===== config.mk =====
export PLATFORM = sky130hd
export DESIGN_NAME = mem_access_ctrl_flat
export DESIGN_NICKNAME = d
export VERILOG_FILES = /design/src/rtl/mem_access_ctrl_if.sv /design/src/rtl/mem_access_ctrl.sv /design/src/flat_wrapper.sv
export SDC_FILE = /design/constraint.sdc
export NUM_CORES = 1
export LEC_CHECK = 0
export CORE_ASPECT_RATIO = 0.8
export CORE_UTILIZATION = 38
export DETAILED_ROUTE_END_ITERATION = 8
export GPL_TIMING_DRIVEN = 0
export PLACE_DENSITY = 0.74
export SETUP_SLACK_MARGIN = 0.02
export SLEW_MARGIN = 25
export SYNTH_ARGS = -nofsm -noshare
export SYNTH_HDL_FRONTEND = slang
export SYNTH_SLANG_ARGS = --single-unit

===== constraint.sdc =====
create_clock -name CLK -period 2.9 [get_ports CLK]
set_clock_uncertainty 0.05 [all_clocks]
set_input_delay 0.29 -clock CLK [delete_from_list [all_inputs] [get_ports CLK]]
set_output_delay 0.29 -clock CLK [all_outputs]
set_load 0.01 [all_outputs]

===== src/rtl/mem_access_ctrl_if.sv =====
// Purpose : request/response and RAM-side signal bundle for mem_access_ctrl.
// Latency : n/a (wires only).
// Backpressure: req_valid/req_ready handshake; the RAM side has no backpressure.
// Ports   : master = datapath + RAM side (drives requests and mem_rdata),
//           slave  = controller (drives req_ready, resp_* and mem_* outputs).
interface mem_access_ctrl_if #(
   parameter int AW = 32
);
   logic          req_valid;
   logic          req_ready;
   logic          req_store;
   logic [1:0]    req_size;
   logic          req_unsigned;
   logic [AW-1:0] req_addr;
   logic [31:0]   req_wdata;
   logic          resp_valid;
   logic [31:0]   resp_rdata;
   logic          resp_err;
   logic [AW-1:0] mem_addr;
   logic [31:0]   mem_wdata;
   logic          mem_wen;
   logic [1:0]    mem_sel;
   logic [31:0]   mem_rdata;

   modport master (
      output req_valid, req_store, req_size, req_unsigned, req_addr, req_wdata, mem_rdata,
      input  req_ready, resp_valid, resp_rdata, resp_err, mem_addr, mem_wdata, mem_wen, mem_sel
   );

   modport slave (
      input  req_valid, req_store, req_size, req_unsigned, req_addr, req_wdata, mem_rdata,
      output req_ready, resp_valid, resp_rdata, resp_err, mem_addr, mem_wdata, mem_wen, mem_sel
   );
endinterface


===== src/rtl/mem_access_ctrl.sv =====
// Purpose : single-outstanding load/store controller for a byte-addressed little-endian RAM,
//           with alignment checking and byte/half sign/zero extension of load data.
// Latency : good request responds WAIT_CYCLES+1 cycles after accept; error request after 1.
// Backpressure: req_ready is high only in IDLE; one request per WAIT_CYCLES+2 cycles at best.
// Ports   : CLK, RST (async active-high) and bus (slave modport of mem_access_ctrl_if).
module mem_access_ctrl #(
   parameter int WAIT_CYCLES = 1,
   parameter int AW          = 32
) (
   input logic              CLK,
   input logic              RST,
   mem_access_ctrl_if.slave bus
);
   typedef enum logic [1:0] {ST_IDLE, ST_ACCESS, ST_RESP} state_t;

   localparam logic [3:0] CNT_INIT = 4'(WAIT_CYCLES - 1);

   state_t        state_q, state_d;
   logic [3:0]    cnt_q, cnt_d;
   logic          store_q, store_d;
   logic [1:0]    size_q, size_d;
   logic          uns_q, uns_d;
   logic [AW-1:0] addr_q, addr_d;
   logic [31:0]   wdata_q, wdata_d;
   logic [31:0]   rdata_q, rdata_d;
   logic          err_q, err_d;

   logic          req_err;
   logic [31:0]   load_ext;

   // Reserved size, or word/half not naturally aligned. Bytes are always aligned.
   assign req_err = (bus.req_size == 2'b11) ||
                    ((bus.req_size == 2'b00) && (bus.req_addr[1:0] != 2'b00)) ||
                    ((bus.req_size == 2'b01) && bus.req_addr[0]);

   // The RAM presents the addressed byte in bits [7:0], so extraction never shifts.
   always_comb begin
      load_ext = bus.mem_rdata;
      case (size_q)
         2'b01:   load_ext = {{16{~uns_q & bus.mem_rdata[15]}}, bus.mem_rdata[15:0]};
         2'b10:   load_ext = {{24{~uns_q & bus.mem_rdata[7]}}, bus.mem_rdata[7:0]};
         default: load_ext = bus.mem_rdata;
      endcase
   end

   always_comb begin
      state_d = state_q;
      cnt_d   = cnt_q;
      store_d = store_q;
      size_d  = size_q;
      uns_d   = uns_q;
      addr_d  = addr_q;
      wdata_d = wdata_q;
      rdata_d = rdata_q;
      err_d   = err_q;
      case (state_q)
         ST_IDLE: begin
            if (bus.req_valid) begin
               store_d = bus.req_store;
               size_d  = bus.req_size;
               uns_d   = bus.req_unsigned;
               addr_d  = bus.req_addr;
               wdata_d = bus.req_wdata;
               if (req_err) begin
                  // Response fields settle on entry to RESP and hold until the next one.
                  state_d = ST_RESP;
                  err_d   = 1'b1;
                  rdata_d = 32'd0;
               end else begin
                  state_d = ST_ACCESS;
                  cnt_d   = CNT_INIT;
               end
            end
         end
         ST_ACCESS: begin
            if (cnt_q == 4'd0) begin
               state_d = ST_RESP;
               err_d   = 1'b0;
               rdata_d = store_q ? 32'd0 : load_ext;
            end else begin
               cnt_d = cnt_q - 4'd1;
            end
         end
         ST_RESP: state_d = ST_IDLE;
         default: state_d = ST_IDLE;
      endcase
   end

   always_ff @(posedge CLK or posedge RST) begin
      if (RST) begin
         state_q <= ST_IDLE;
         cnt_q   <= 4'd0;
         store_q <= 1'b0;
         size_q  <= 2'b00;
         uns_q   <= 1'b0;
         addr_q  <= '0;
         wdata_q <= 32'd0;
         rdata_q <= 32'd0;
         err_q   <= 1'b0;
      end else begin
         state_q <= state_d;
         cnt_q   <= cnt_d;
         store_q <= store_d;
         size_q  <= size_d;
         uns_q   <= uns_d;
         addr_q  <= addr_d;
         wdata_q <= wdata_d;
         rdata_q <= rdata_d;
         err_q   <= err_d;
      end
   end

   assign bus.req_ready  = (state_q == ST_IDLE);
   assign bus.resp_valid = (state_q == ST_RESP);
   assign bus.resp_rdata = rdata_q;
   assign bus.resp_err   = err_q;
   assign bus.mem_addr   = addr_q;
   assign bus.mem_wdata  = wdata_q;
   assign bus.mem_sel    = size_q;
   // Write strobe only on the final ACCESS cycle; errors never reach ACCESS.
   assign bus.mem_wen    = (state_q == ST_ACCESS) && (cnt_q == 4'd0) && store_q;
endmodule


===== src/flat_wrapper.sv =====
// flat-port wrapper written by rule: the top's interface ports become plain ports
module mem_access_ctrl_flat 
#(
   parameter int WAIT_CYCLES = 1,
   parameter int AW          = 32
)
  (CLK, RST, bus_req_valid, bus_req_store, bus_req_size, bus_req_unsigned, bus_req_addr, bus_req_wdata, bus_mem_rdata, bus_req_ready, bus_resp_valid, bus_resp_rdata, bus_resp_err, bus_mem_addr, bus_mem_wdata, bus_mem_wen, bus_mem_sel);
  mem_access_ctrl_if #(.AW(AW)) bus_i ();
  input logic CLK;
  input logic RST;
  input wire logic [$bits(bus_i.req_valid)-1:0] bus_req_valid;
  input wire logic [$bits(bus_i.req_store)-1:0] bus_req_store;
  input wire logic [$bits(bus_i.req_size)-1:0] bus_req_size;
  input wire logic [$bits(bus_i.req_unsigned)-1:0] bus_req_unsigned;
  input wire logic [$bits(bus_i.req_addr)-1:0] bus_req_addr;
  input wire logic [$bits(bus_i.req_wdata)-1:0] bus_req_wdata;
  input wire logic [$bits(bus_i.mem_rdata)-1:0] bus_mem_rdata;
  output wire logic [$bits(bus_i.req_ready)-1:0] bus_req_ready;
  output wire logic [$bits(bus_i.resp_valid)-1:0] bus_resp_valid;
  output wire logic [$bits(bus_i.resp_rdata)-1:0] bus_resp_rdata;
  output wire logic [$bits(bus_i.resp_err)-1:0] bus_resp_err;
  output wire logic [$bits(bus_i.mem_addr)-1:0] bus_mem_addr;
  output wire logic [$bits(bus_i.mem_wdata)-1:0] bus_mem_wdata;
  output wire logic [$bits(bus_i.mem_wen)-1:0] bus_mem_wen;
  output wire logic [$bits(bus_i.mem_sel)-1:0] bus_mem_sel;
  assign bus_i.req_valid = bus_req_valid;
  assign bus_i.req_store = bus_req_store;
  assign bus_i.req_size = bus_req_size;
  assign bus_i.req_unsigned = bus_req_unsigned;
  assign bus_i.req_addr = bus_req_addr;
  assign bus_i.req_wdata = bus_req_wdata;
  assign bus_i.mem_rdata = bus_mem_rdata;
  assign bus_req_ready = bus_i.req_ready;
  assign bus_resp_valid = bus_i.resp_valid;
  assign bus_resp_rdata = bus_i.resp_rdata;
  assign bus_resp_err = bus_i.resp_err;
  assign bus_mem_addr = bus_i.mem_addr;
  assign bus_mem_wdata = bus_i.mem_wdata;
  assign bus_mem_wen = bus_i.mem_wen;
  assign bus_mem_sel = bus_i.mem_sel;
  mem_access_ctrl #(.WAIT_CYCLES(WAIT_CYCLES), .AW(AW)) u_core (.CLK(CLK), .RST(RST), .bus(bus_i));
endmodule

==> results of run 1 <==
==> state kept, by name (all words and copies together) (netlist names) <==
| register | cells |
|---|---|
| u_core.bus.mem_wdata | 32 |
| u_core.cnt_q | 4 |
| u_core.store_q | 1 |
| u_core.bus.mem_sel | 2 |
| u_core.bus.mem_addr | 32 |
| u_core.bus.resp_err | 1 |
| u_core.bus.resp_rdata | 32 |
| u_core.uns_q | 1 |
| u_core.state_q | 2 |
==> layout by cell type (no fill, tap or decap), types with 2 or more instances in the layout <==
cell type,netlist,routed
buf_12,0,3
nor2b_1,17,17
and3_1,2,2
ha_1,5,5
nor2_1,10,10
clkbuf_8,0,2
mux2_2,73,73
clkinvlp_4,0,2
and2_1,4,4
nand3_1,26,26
o31ai_1,15,15
buf_6,5,5
o21ai_0,14,14
clkbuf_16,0,9
or2_2,2,2
inv_1,8,7
dfrtp_1,107,107
clkbuf_1,17,18
nand2_1,23,23
clkdlybuf4s50_1,0,204
clkinv_4,0,2
a31oi_1,2,2
nand2b_1,2,2
a21oi_1,10,10
==> metal layers <==
layer / share of wire [%] / vias up / wire length [um] / global-route usage [%]
met5: 0 / - / 0 / 0
met4: 1.2 / 0 / 142 / 5.56
met3: 8.4 / 12 / 978 / 7.00
met2: 49 / 139 / 5670 / 32.2
met1: 42 / 1755 / 4890 / 23.9
li1: - / 1674 / - / -
==> metrics by stage <==
step	instance area [um^2]	power (mW)	hold WS, ps
final	7080	7.30	312
after global routing	7080	7.78	342
after CTS	7070	7.39	310
after floorplan	4500	4.26	357
after detailed placement	6780	6.17	442
after global placement	6720	6.05	426
==> kinds of logic after synthesis <==
group	count (synthesis)
adder cells (fa/ha/maj)	5
AND/OR/NAND/NOR	91
AO/OA/AOI/OAI	49
flip-flops	107
buffers and inverters	31
multiplexers	73
==> final cells by class <==
cell class	count	area, um^2	area share, %
plain buffers	22	120	1.70
clock inverters	4	33.8	0.477
well taps	148	185	2.62
flip-flops and latches	107	2680	37.8
inverters	9	38.8	0.548
repair buffers	208	2110	29.8
clock buffers	12	256	3.62
multi-input cells	218	1660	23.4
==> path summary, 6_finish.rpt <==
kind / startpoint / end / slack [ps] / cells past startpoint
min in group CLK: u_core.bus.mem_wdata[13] / u_core.bus.mem_wdata[13] / 450 / 1
min: RST / u_core.bus.mem_wdata[17] / 310 / 2
min reg2reg: u_core.bus.mem_wdata[13] / u_core.bus.mem_wdata[13] / 450 / 1
max: u_core.cnt_q[0] / bus_mem_wen / 410 / 6
max reg2reg: u_core.bus.mem_sel[0] / u_core.bus.resp_rdata[23] / 620 / 6
max in group asynchronous: RST / u_core.bus.mem_addr[29] / 1730 / 4
==> power groups by stage <==
stage	Sequential (mW)	Clock, mW	Combinational (mW)
2_1_floorplan	2.87	0	1.39
3_3_place_gp	2.56	0	3.49
3_5_place_dp	2.60	0	3.57
4_1_cts	2.59	1.21	3.59
5_1_grt	2.67	1.28	3.83
6_report	2.58	1.17	3.55
==> metrics.csv, run 1 <==
metric;value;unit
status;complete, no violations;
LEAKAGE;2.94;nW
Non-Filler Instances;728;
CP max stage delay;550;ps
Slew @ Worst Pin;642;ps
die outline height;99.2;um
Final Hold Viols;0;
most frequent cells after synthesis;dfrtp_1, mux2_2, nand3_1;
main combinational cell family by area after synthesis;multiplexers;
Die ar.;12300;um^2
WL final;11.7;mm
Mapped Area;4490;um^2
antenna violations before repair;0;
post-synth top area cell;dfrtp_1;
CTS Buf Count;9;
setup tns final;0;ps
Switch Pwr;2.40;mW
Routed WL per cell;16.0;um
pwr/cell area;1030;nW/um^2
DIE WIDTH;124;um
DRT Pass-1 Iters;4;
Buf/Inv on CP;3;
Syn Inst Count;356;
Top Ports;205;
placed cells;711;
Max Slew Vio Count;0;
worst vdd ir;0.645;mV
asr flop ratio synth;100;%
drt first-iter violations;137;
post-CTS sizing;0;
period utilization;86.0;%
I/O Buffers;204;
Min-Delay Path Class;primary input to async pin;
Final setup viols;0;
core area;11500;um^2
TritonCTS clock tree;done;
startpoint type of the worst setup path;register;
HPWL Detailed;8.92;mm
DRT antenna net count;0;
DR vias;3580;
Compound-Gate Fraction of Synth Area;6.99;%
simple-gate portion of the synthesized area;10.3;%
Remaining DRCs;0;
postcts setup bufs;0;
Combinational Power Share;48.6;%
max_slew headroom;57.2;%
Synth top area share;59.6;%
antenna diode count;0;
Sw Share;32.9;%
# hold bufs at CTS;0;
critical path class;register to primary output;
top-count cell post-synth;dfrtp_1;
vias in the first global route;3771;
internal power;4.90;mW
Root Driver;clkbuf_16;
vias per cell;4.92;
multiplexer share of the synthesized area;18.3;%
total congestion overflow;0;
pre-CTS setup slack;301;ps
Layout area overhead;57.6;%
Max clock buf depth;2;
Netlist cell types;32;
crit-path max FO;10;
NumNets Final;683;
Seq/Total Area, Yosys;59.6;%
Slowest-stage cell, CP;clkdlybuf4s50_1;
Worst Setup End Kind;primary output;
critical path required time;2560;ps
yosys warns;0;
Avg Cell Area, Syn;12.6;um^2
fraction of layout cells with a size suffix above 1;17.8;%
initial core utilization;39.0;%
min setup slack post-route;407;ps
xor/xnor share of the synthesized area;0;%
# fillers;939;
Final Util;61.5;%
RSZ-0062 raised after global routing;false;
GRT Util Overall;19.5;%
ordered list of cells on the worst path;inv_1 -> ha_1 -> nand4b_1 -> clkbuf_1 -> nor2_1 -> clkdlybuf4s50_1;
EDFF count, synth;0;
H-Tree Depth;3;
main area contributors after synthesis;dfrtp_1, mux2_2, nand3_1;
GPL Wtd Cong;0.794;
Std-Cell Rows;35;
crit path DAT;2150;ps
crit-path leading delay family;buffers and inverters;
part of the power in registers;35.3;%
fmax;0.401;GHz
Synth Area in Adders;1.39;%
Yosys reg bits;107;
clock network fraction of design power;16.0;%
Net Count, Synth;464;
# Max-Cap Violations;0;
clk_lat worst skew;340;ps
crit path time final;2490;ps
largest net degree at the start of global routing;32;
Top FF cell, synth;dfrtp_1;
clock transition at the registers of the reported paths;70;ps
clock sinks;107;
first-pass GRT wire length;18.3;mm
Note: power is estimated with default switching activity, not from simulation.
==> inputs of run 2 (changes only) <==
--- a/config.mk
+++ b/config.mk
@@ -11,6 +11,7 @@
 export GPL_TIMING_DRIVEN = 0
 export PLACE_DENSITY = 0.74
 export SETUP_SLACK_MARGIN = 0.02
+export SKIP_CTS_REPAIR_TIMING = 1
 export SLEW_MARGIN = 25
 export SYNTH_ARGS = -nofsm -noshare
 export SYNTH_HDL_FRONTEND = slang
==> results of run 2 <==
Same layout as run 1: the final DEF is identical, and so are final timing and power.
